`config.mk`:
```
export PLATFORM = sky130hd
export DESIGN_NAME = raw_bypass_unit
export DESIGN_NICKNAME = d
export VERILOG_FILES = /design/src/rtl/raw_bypass_pkg.sv /design/src/rtl/raw_bypass_unit_resolve.sv /design/src/rtl/raw_bypass_unit.sv
export SDC_FILE = /design/constraint.sdc
export NUM_CORES = 1
export LEC_CHECK = 0
export CORE_MARGIN = 2
export CORE_UTILIZATION = 41
export CTS_CLUSTER_SIZE = 20
export DETAILED_ROUTE_END_ITERATION = 10
export HOLD_SLACK_MARGIN = 0.03
export PLACE_DENSITY_LB_ADDON = 0.15
export SLEW_MARGIN = 40
export SYNTH_ARGS = -nofsm -noshare
export SYNTH_HDL_FRONTEND = slang
export SYNTH_HIERARCHICAL = 1
export SYNTH_SLANG_ARGS = --single-unit
```
`constraint.sdc`:
```
create_clock -name clk -period 4.3 [get_ports clk]
set_input_delay 0.645 -clock clk [delete_from_list [all_inputs] [get_ports clk]]
set_output_delay 0.645 -clock clk [all_outputs]
set_load 0.01 [all_outputs]
```
`src/rtl/raw_bypass_pkg.sv`:
```
// Shared types and constants for the RAW bypass / hazard unit.
// Holds the tracker-entry layout, register-index width and fwd_sel encodings.
package raw_bypass_pkg;

  localparam int REG_W = 5;

  // fwd_sel = FWD_SEL_RF selects the register file; FWD_SEL_STAGE0 + i selects stage i
  localparam int FWD_SEL_RF     = 0;
  localparam int FWD_SEL_STAGE0 = 1;

  typedef struct packed {
    logic             valid;
    logic [REG_W-1:0] rd;
    logic             we;
    logic             is_load;
  } trk_entry_t;

  localparam trk_entry_t TRK_BUBBLE = '{valid: 1'b0, rd: 5'd0, we: 1'b0, is_load: 1'b0};

endpackage

```
`src/rtl/raw_bypass_unit_resolve.sv`:
```
// Per-read-port resolver: youngest-first match against the tracker,
// operand select and not-ready detection for the winning producer.
module raw_port_resolve
  import raw_bypass_pkg::*;
#(
  parameter int XLEN  = 32,
  parameter int DEPTH = 3,
  parameter int SELW  = $clog2(DEPTH) + 1
) (
  input  logic [REG_W-1:0]            i_rs_addr,
  input  logic [XLEN-1:0]             i_rf_data,
  input  trk_entry_t [DEPTH-1:0]      i_entries,
  input  logic [DEPTH-1:0][XLEN-1:0]  i_stage_result,
  input  logic [DEPTH-1:0]            i_stage_result_valid,
  output logic [XLEN-1:0]             o_data,
  output logic [SELW-1:0]             o_fwd_sel,
  output logic                        o_not_ready
);

  // Scan oldest to youngest so the lowest matching index is the final winner
  always_comb begin
    o_data      = i_rf_data;
    o_fwd_sel   = SELW'(FWD_SEL_RF);
    o_not_ready = 1'b0;
    for (int i = DEPTH - 1; i >= 0; i--) begin
      if (i_entries[i].valid && i_entries[i].we &&
          (i_entries[i].rd != 5'd0) && (i_entries[i].rd == i_rs_addr)) begin
        o_data      = i_stage_result[i];
        o_fwd_sel   = SELW'(FWD_SEL_STAGE0 + i);
        o_not_ready = ~i_stage_result_valid[i] |
                      (i_entries[i].is_load & ~i_stage_result_valid[i]);
      end else begin
        o_data      = o_data;
      end
    end
  end

endmodule

```
`src/rtl/raw_bypass_unit.sv`:
```
// RAW hazard tracker: shifts ID instruction metadata down DEPTH stages,
// forwards operands per read port and raises a stall when a producer is not ready.
module raw_bypass_unit
  import raw_bypass_pkg::*;
#(
  parameter int XLEN  = 32,
  parameter int NRD   = 2,
  parameter int DEPTH = 3,
  localparam int SELW = $clog2(DEPTH) + 1
) (
  input  logic                        clk,
  input  logic                        rst,
  input  logic                        issue_valid,
  input  logic                        issue_we,
  input  logic [REG_W-1:0]            issue_rd,
  input  logic                        issue_is_load,
  input  logic                        hold,
  input  logic                        flush,
  input  logic [NRD-1:0][REG_W-1:0]   rs_addr,
  input  logic [NRD-1:0][XLEN-1:0]    rf_data,
  input  logic [DEPTH-1:0][XLEN-1:0]  stage_result,
  input  logic [DEPTH-1:0]            stage_result_valid,
  output logic [NRD-1:0][XLEN-1:0]    rs_data_out,
  output logic [NRD-1:0][SELW-1:0]    fwd_sel,
  output logic                        hazard_stall,
  output logic [31:0]                 stall_count
);

  trk_entry_t [DEPTH-1:0] r_entries;
  logic [31:0]            r_stall_count;
  logic [NRD-1:0]         w_not_ready;
  trk_entry_t             w_new_entry;

  for (genvar p = 0; p < NRD; p++) begin : g_port
    raw_port_resolve #(
      .XLEN (XLEN),
      .DEPTH(DEPTH),
      .SELW (SELW)
    ) u_resolve (
      .i_rs_addr           (rs_addr[p]),
      .i_rf_data           (rf_data[p]),
      .i_entries           (r_entries),
      .i_stage_result      (stage_result),
      .i_stage_result_valid(stage_result_valid),
      .o_data              (rs_data_out[p]),
      .o_fwd_sel           (fwd_sel[p]),
      .o_not_ready         (w_not_ready[p])
    );
  end

  assign hazard_stall = issue_valid & (|w_not_ready) & ~flush;
  assign stall_count  = r_stall_count;

  always_comb begin
    if (issue_valid && !hazard_stall && !flush) begin
      w_new_entry = '{valid: 1'b1, rd: issue_rd, we: issue_we, is_load: issue_is_load};
    end else begin
      w_new_entry = TRK_BUBBLE;
    end
  end

  // Tracker shift and stall counter; the WB entry falls off the end
  always_ff @(posedge clk) begin
    if (rst) begin
      r_entries     <= {DEPTH{TRK_BUBBLE}};
      r_stall_count <= 32'd0;
    end else if (hold) begin
      r_entries     <= r_entries;
      r_stall_count <= r_stall_count;
    end else begin
      for (int i = DEPTH - 1; i >= 1; i--) begin
        r_entries[i] <= r_entries[i-1];
      end
      r_entries[0] <= w_new_entry;
      if (hazard_stall && (r_stall_count != 32'hFFFF_FFFF)) begin
        r_stall_count <= r_stall_count + 32'd1;
      end else begin
        r_stall_count <= r_stall_count;
      end
    end
  end

endmodule

```
==> results of run 1 <==
## area by class of cell
type / count / area, µm²
sequential: 53 / 1060
timing repair buffer: 304 / 3060
fill: 1105 / 4610
clock buffer: 7 / 143
antenna: 1 / 2.50
inverter: 42 / 158
tap: 176 / 220
multi-input combinational: 522 / 3990
## worst min path at each step
| stage | slack [ps] | endpoint |
|---|---|---|
| 2_1_floorplan | 490 | r_entries[23] |
| 3_3_place_gp | 490 | stall_count[13] |
| 3_5_place_dp | 500 | stall_count[13] |
| 4_1_cts | 510 | stall_count[13] |
| 5_1_grt | 540 | stall_count[13] |
| 6_report | 510 | stall_count[13] |
## state kept, by name (all words and copies together), names as in the netlist
name and count:
stall_count 32, r_entries 21
## critical path: stages
cell	delay [ps]
clkdlybuf4s50_1	600
xnor2_1	150
nand3_1	140
a2111oi_4	510
buf_4	370
nor3_1	100
a211oi_2	290
clkdlybuf4s50_1	590
## routing by layer
metal | global-route usage (%) | vias up
met1 | 32.3 | 3029
li1 | - | 3004
met5 | 0 | -
met4 | 10.8 | 0
met2 | 49.3 | 248
met3 | 4.58 | 56
## power by group through the flow
stage          logic (mW)  clock network (mW)  registers, mW
2_1_floorplan       0.132                   0          0.508
3_3_place_gp        0.390                   0          0.509
3_5_place_dp        0.398                   0          0.509
4_1_cts             0.400               0.404          0.498
5_1_grt             0.423               0.428          0.498
6_report            0.401               0.396          0.498
==> flow_summary_export.csv, run 1 <==
group,metric,value,unit
critical_path,r2r-start,"r_entries[4]",
final_layout,layout_commonest_cell,"clkdlybuf4s50_1",
critical_path,cp-end-kind,"output port",
critical_path,cp.arrival,3410,ps
placement,dp_hpwl,16500,µm
floorplanning,initial_core_util,42.0,%
cts,insertion_delay,290,ps
placement,dp.cells,1096,
power_and_ir_drop,p_sw_share,24.3,%
timing,rsz0062_at_grt,"no",
global_routing,grt_pass1_vias,6108,
global_routing,grt_pass1_wl,32300,µm
timing,timing.setup.tns,0,ps
routing,route.met3.wl,1250,µm
timing,setup_ws,250,ps
timing,holdWs,507,ps
final_layout,postLayoutCoreUtil,65.2,%
power_and_ir_drop,p_leak,2.97,nW
timing,period_minus_slack,4050,ps
timing,fmax,0.247,GHz
critical_path,cp-endpoint,"rs_data_out[63]",
critical_path,cp_max_fo,24,
yosys,syn_area_per_cell,8.35,µm²
critical_path,criticalPathCategory,"in -> out",
run_status,status,"finished, final reports clean",
flow_run,timing.max_cap.violations,0,
routing,wl_met1,8310,µm
cts,post_cts_resized,0,
cts,cts_inserted_buffers,5,
yosys,syn_nets,852,
floorplanning,fp.dieW,120,µm
cts,hold_buffers,0,
placement,place_ws,270,ps
cts,cts.sinks,53,
global_routing,antenna_found_initial,1,
routing,detailedRoute.firstIterationViolations,324,
routing,viasPerCell,5.73,
global_routing,overflow,0,
timing,final_max_slew_viol_count,0,
cts,cts-root-buf,"clkbuf_16",
critical_path,startpoint,"rs_addr[5]",
global_routing,grtUsageTotal,27.4,%
power_and_ir_drop,clockPowerShare,30.6,%
critical_path,startpoint_type,"primary input",
floorplanning,core_area,13200,µm²
final_layout,final_cell_mix,"283 x clkdlybuf4s50_1, 72 x mux2i_1, 61 x nor3_1, 57 x nor2_1, 53 x dfxtp_1",
timing,hold_viol_final,0,
final_layout,final_layout_size_suffix_gt1_share,12.6,%
cts,cts_tree,"done",
final_layout,stdcell_count,1105,
final_layout,fin_nets,1114,
floorplanning,die_area,14500,µm²
cts,cts_setup_buffers,0,
min_path,hold_path.class,"reg -> reg",
final_layout,final_area,8640,µm²
power_and_ir_drop,finalPower,1.29,mW
yosys,synth_cells,666,
yosys,syn_area,5560,µm²
placement,placed_area,8480,µm²
min_path,whs_path_depth,2,
cts,clkSlewWorstSetupHoldPaths,60,ps
power_and_ir_drop,p_seq_share,38.5,%
yosys,yosys_warnings,6,
routing,drt_pre_antenna_iters,9,
routing,route.met2.wl,10600,µm
critical_path,required,3650,ps
routing,vias,6337,
timing,setup_viol,0,
routing,drtAntennaViolNets,0,
timing,tightest_slew,620,ps
timing,finClkSkew,5.89,ps
cts,cts_max_level,2,
timing,min_period_over_period,94.2,%
power_and_ir_drop,power.switching,0.315,mW
placement,place_congestion,0.858,
routing,wl_per_cell,19.1,µm
critical_path,r2r-end,"stall_count[25]",
global_routing,grt_start_max_net_pins,64,
power_and_ir_drop,comb_power_share,31.0,%
floorplanning,dieHeight,120,µm
critical_path,rrSetupSlack,950,ps
floorplanning,ios,288,
cts,cts.path.max_buffers,2,
power_and_ir_drop,p_per_area,150,nW/µm²
critical_path,rr_worst_depth,8,
min_path,hp-start,"stall_count[13]",
floorplanning,core.rowCount,42,
routing,drt-total-wl,21100,µm
final_layout,area_growth,55.3,%
routing,drc,0,
routing,highest_layer,"met4",
placement,portBuffers,284,
timing,slew-limit-headroom,58.3,%
power_and_ir_drop,ir_drop,0.188,mV
power_and_ir_drop,p_int,0.980,mW
Note: power is estimated with default switching activity, not from simulation.
==> run 2, diff against run 1 <==
MAX_ROUTING_LAYER = met4   (was unset)
SLEW_MARGIN = 10   (was 40)
==> run 2 against run 1 <==
  * Register-to-register slack improved by 50 ps
  * Non-clock buffer count decreased by 2
  * Die area unchanged
  * Critical endpoint is now rs_data_out[9]
  * Final cell count about the same
  * Combinational power about the same
  * Worst setup slack got worse by 11 ps
  * Critical path type unchanged
  * Global-route usage increased by 1.3 points
  * Wire length increased by 1.6%
  * Hold slack improved by 4.5 ps
  * Fmax decreased by 0.28%
==> flow_summary_export.csv, run 2 (same netlist as run 1, synthesis figures left out) <==
group,metric,value,unit
timing,fmax,0.246,GHz
timing,setup_ws,238,ps
critical_path,r2r-start,"r_entries[4]",
cts,post_cts_resized,0,
cts,cts_max_level,2,
power_and_ir_drop,p_per_area,150,nW/µm²
critical_path,cp_common_cell,"clkdlybuf4s50_1",
final_layout,fin_nets,1112,
floorplanning,die_area,14500,µm²
cts,insertion_delay,290,ps
power_and_ir_drop,finalPower,1.29,mW
placement,dp_hpwl,16600,µm
routing,wl_per_cell,19.4,µm
critical_path,cp.arrival,3420,ps
global_routing,grt_pass1_vias,6297,
critical_path,rrSetupSlack,1000,ps
cts,cts_setup_buffers,0,
timing,tightest_slew,1100,ps
final_layout,area_growth,54.7,%
global_routing,grt_pass1_wl,33000,µm
cts,cts-root-buf,"clkbuf_16",
floorplanning,fp.dieW,120,µm
critical_path,criticalPathCategory,"in -> out",
floorplanning,initial_core_util,42.0,%
floorplanning,core.rowCount,42,
cts,cts.path.max_buffers,2,
routing,drc,0,
routing,drt_pre_antenna_iters,5,
flow_run,timing.max_cap.violations,0,
routing,viasPerCell,5.78,
placement,place_congestion,0.872,
cts,clkSlewWorstSetupHoldPaths,60,ps
cts,cts_tree,"done",
timing,finClkSkew,6.83,ps
timing,period_minus_slack,4060,ps
cts,cts_inserted_buffers,5,
critical_path,crit_path_top_delay_cell,"clkdlybuf4s50_1",
final_layout,postLayoutCoreUtil,65.0,%
critical_path,slowest_delay,600,ps
floorplanning,dieHeight,120,µm
floorplanning,core_area,13200,µm²
critical_path,cp-end-kind,"output port",
placement,portBuffers,284,
power_and_ir_drop,p_leak,2.95,nW
timing,min_period_over_period,94.5,%
final_layout,fillers,1144,
global_routing,overflow,0,
critical_path,required,3650,ps
final_layout,layout_commonest_cell,"clkdlybuf4s50_1",
timing,hold_viol_final,0,
power_and_ir_drop,ir_drop,0.213,mV
timing,slew-limit-headroom,26.8,%
critical_path,cp_cell_sequence,"clkdlybuf4s50_1, xnor2_1, nand3_1, a2111oi_4, buf_4, nor3_1, a211oi_2, clkdlybuf4s50_1",
global_routing,grt_start_max_net_pins,64,
placement,place_ws,266,ps
routing,vias,6381,
run_status,status,"finished, final reports clean",
final_layout,final_cell_mix,"283 x clkdlybuf4s50_1, 72 x mux2i_1, 61 x nor3_1, 57 x nor2_1, 53 x dfxtp_1",
final_layout,largest_reg_flops,32,
critical_path,cp_max_fo,28,
final_layout,final_layout_size_suffix_gt1_share,12.3,%
timing,final_max_slew_viol_count,0,
cts,hold_buffers,0,
global_routing,grtUsageTotal,28.7,%
cts,cts.sinks,53,
global_routing,antenna_found_initial,1,
min_path,hold_path.class,"reg -> reg",
floorplanning,ios,288,
timing,rsz0062_at_grt,"no",
routing,drtAntennaViolNets,0,
timing,setup_viol,0,
min_path,hp-start,"stall_count[13]",
critical_path,startpoint,"rs_addr[1]",
routing,detailedRoute.firstIterationViolations,338,
timing,timing.setup.tns,0,ps
critical_path,startpoint_type,"primary input",
routing,drt-total-wl,21400,µm
[run 2: changes by cell type in the layout (fill, tap and decap cells not counted), sizes merged]
cell	delta
buf	-2
clkbuf	+1
[run 2: per-stage QoR]
step                cell area, µm²  std cells  hold WS [ps]
finish                        8600       1104           512
global route                  8600       1104           562
CTS                           8600       1103           516
detailed placement            8460       1095           503
global placement              8460       1095           489
floorplan                     5560        666           487
[run 2: path summary, 6_finish.rpt]
| check | endpoint | cells after the start |
|---|---|---|
| hold / removal | stall_count[13] | 2 |
| setup reg to reg | stall_count[25] | 8 |
| setup / recovery | rs_data_out[9] | 8 |
| hold reg to reg | stall_count[13] | 2 |
[run 2: final cells by class]
cell class                 count  area, µm²  area share (%)
inverter                      42        158            1.83
timing repair buffer         302       3040            35.3
clock buffer                   8        136            1.59
sequential                    53       1060            12.3
multi-input combinational    522       3990            46.4
antenna                        1       2.50          0.0291
tap                          176        220            2.56
[run 2: where the power goes]
group	internal, mW	total [mW]	switching, mW
combinational	0.258	0.402	0.145
clock	0.217	0.386	0.169
sequential	0.494	0.498	0.00465
[run 2: critical path: cells and delay by family]
family | cells | cell delay (ps)
buffers and inverters | 3 | 1580
AO/OA/AOI/OAI | 2 | 770
AND/OR/NAND/NOR | 2 | 260
XOR/XNOR | 1 | 150
[run 2: metal layers]
metal	up-vias	track usage (%)	share of wire (%)	wire length, µm
met4	0	9.88	3.7	792
met3	55	4.86	7.0	1490
met2	274	50.3	51	10800
met5	-	-	0	0
li1	3014	-	-	-
met1	3038	33.1	39	8310
==> run 3, diff against run 2 <==
PLACE_DENSITY = 0.9   (was unset)
PLACE_DENSITY_LB_ADDON = unset   (was 0.15)
==> run 3 against run 2 <==
  * Fmax is 0.19% lower
  * Combinational power is 1% higher
  * Register-to-register slack better by 70 ps
  * Via count is 1.0% lower
  * Largest cell class unchanged
  * Highest routed layer unchanged
==> flow_summary_export.csv, run 3 (same netlist as run 1, synthesis figures left out) <==
group,metric,value,unit
final_layout,multi_input_area,3990,µm²
cts,clkSlewWorstSetupHoldPaths,70,ps
placement,dp_hpwl,16600,µm
floorplanning,core_area,13200,µm²
cts,cts_inserted_buffers,5,
placement,place_ws,258,ps
final_layout,fin_nets,1115,
routing,drt_pre_antenna_iters,4,
routing,viasPerCell,5.69,
routing,drtAntennaViolNets,0,
routing,drc,0,
power_and_ir_drop,p_per_area,150,nW/µm²
cts,cts-root-buf,"clkbuf_16",
flow_run,timing.max_cap.violations,0,
routing,vias,6317,
cts,cts.path.max_buffers,2,
final_layout,seq_area,1060,µm²
timing,final_max_slew_viol_count,0,
placement,placed_area,8500,µm²
cts,insertion_delay,290,ps
timing,slew-limit-headroom,25.1,%
timing,hold_viol_final,0,
timing,min_period_over_period,94.6,%
final_layout,area_growth,55.5,%
final_layout,final_cell_mix,"283 x clkdlybuf4s50_1, 72 x mux2i_1, 61 x nor3_1, 57 x nor2_1, 53 x dfxtp_1",
critical_path,cp_max_fo,42,
timing,setup_viol,0,
final_layout,final_layout_size_suffix_gt1_share,12.8,%
critical_path,required,3650,ps
power_and_ir_drop,ir_drop,0.168,mV
cts,hold_buffers,0,
min_path,hold_path.class,"reg -> reg",
floorplanning,dieHeight,120,µm
routing,detailedRoute.firstIterationViolations,387,
global_routing,grtUsageTotal,28.7,%
cts,cts.sinks,53,
floorplanning,fp.dieW,120,µm
routing,drt-total-wl,21500,µm
floorplanning,die_area,14500,µm²
timing,finClkSkew,4.52,ps
global_routing,grt_start_max_net_pins,64,
critical_path,startpoint_type,"primary input",
global_routing,overflow,0,
cts,cts_setup_buffers,0,
timing,period_minus_slack,4070,ps
timing,setup_ws,231,ps
global_routing,antenna_found_initial,4,
run_status,status,"finished, final reports clean",
timing,fmax,0.246,GHz
final_layout,largest_reg_flops,32,
timing,timing.setup.tns,0,ps
cts,post_cts_resized,0,
final_layout,layout_commonest_cell,"clkdlybuf4s50_1",
critical_path,cp-end-kind,"output port",
cts,cts_tree,"done",
timing,tightest_slew,1120,ps
routing,wl_per_cell,19.4,µm
placement,place_congestion,0.910,
final_layout,final_area,8650,µm²
critical_path,criticalPathCategory,"in -> out",
floorplanning,initial_core_util,42.0,%
global_routing,grt_pass1_vias,6105,
global_routing,grt_pass1_wl,32600,µm
floorplanning,ios,288,
critical_path,cp.arrival,3420,ps
cts,cts_max_level,2,
power_and_ir_drop,p_leak,2.97,nW
placement,portBuffers,284,
timing,rsz0062_at_grt,"no",
final_layout,fillers,1110,
final_layout,postLayoutCoreUtil,65.3,%
floorplanning,core.rowCount,42,
[run 3: stage by stage]
| step | power (mW) | hold slack, ps | instances |
|---|---|---|---|
| floorplan | 0.640 | 487 | 666 |
| global placement | 0.905 | 491 | 1098 |
| detailed placement | 0.912 | 497 | 1098 |
| CTS | 1.29 | 509 | 1106 |
| global route | 1.34 | 554 | 1110 |
| finish | 1.29 | 511 | 1110 |
[run 3: worst max-delay path: stages]
cell,delay [ps]
clkdlybuf4s50_1,640
xnor2_1,160
nand3_1,150
a2111oi_4,280
buf_12,240
buf_12,260
nor3_1,90
a211oi_2,340
clkdlybuf4s50_1,610
[run 3: worst paths after layout]
check	start	depth (start not counted)	end	slack, ps
max reg2reg	r_entries[10]	10	stall_count[27]	1070
max	rs_addr[5]	9	rs_data_out[41]	230
min reg2reg	stall_count[13]	2	stall_count[13]	510
min	stall_count[13]	2	stall_count[13]	510
[run 3: report_power, final]
part	switching (mW)	leakage, nW	total, mW	internal, mW
Combinational	0.149	2.48	0.407	0.258
Clock	0.173	0.0706	0.388	0.214
Sequential	0.00454	0.427	0.498	0.494
[run 3: final cells by class]
| type | count | area share [%] |
|---|---|---|
| repair buffers | 305 | 35.5 |
| clock inverters | 2 | 0.116 |
| inverters | 42 | 1.82 |
| diodes | 4 | 0.116 |
| flip-flops and latches | 53 | 12.3 |
| multi-input cells | 522 | 46.1 |
| well taps | 176 | 2.55 |
| clock buffers | 6 | 1.49 |
[run 3: metal layers]
layer	up-vias	global-route usage [%]	part of all wire, %	routed length [µm]
li1	3003	-	-	-
met1	3026	35.5	41	8800
met2	256	48.0	49	10600
met3	32	5.28	7.4	1600
met4	0	8.36	2.6	562
met5	-	-	0	0
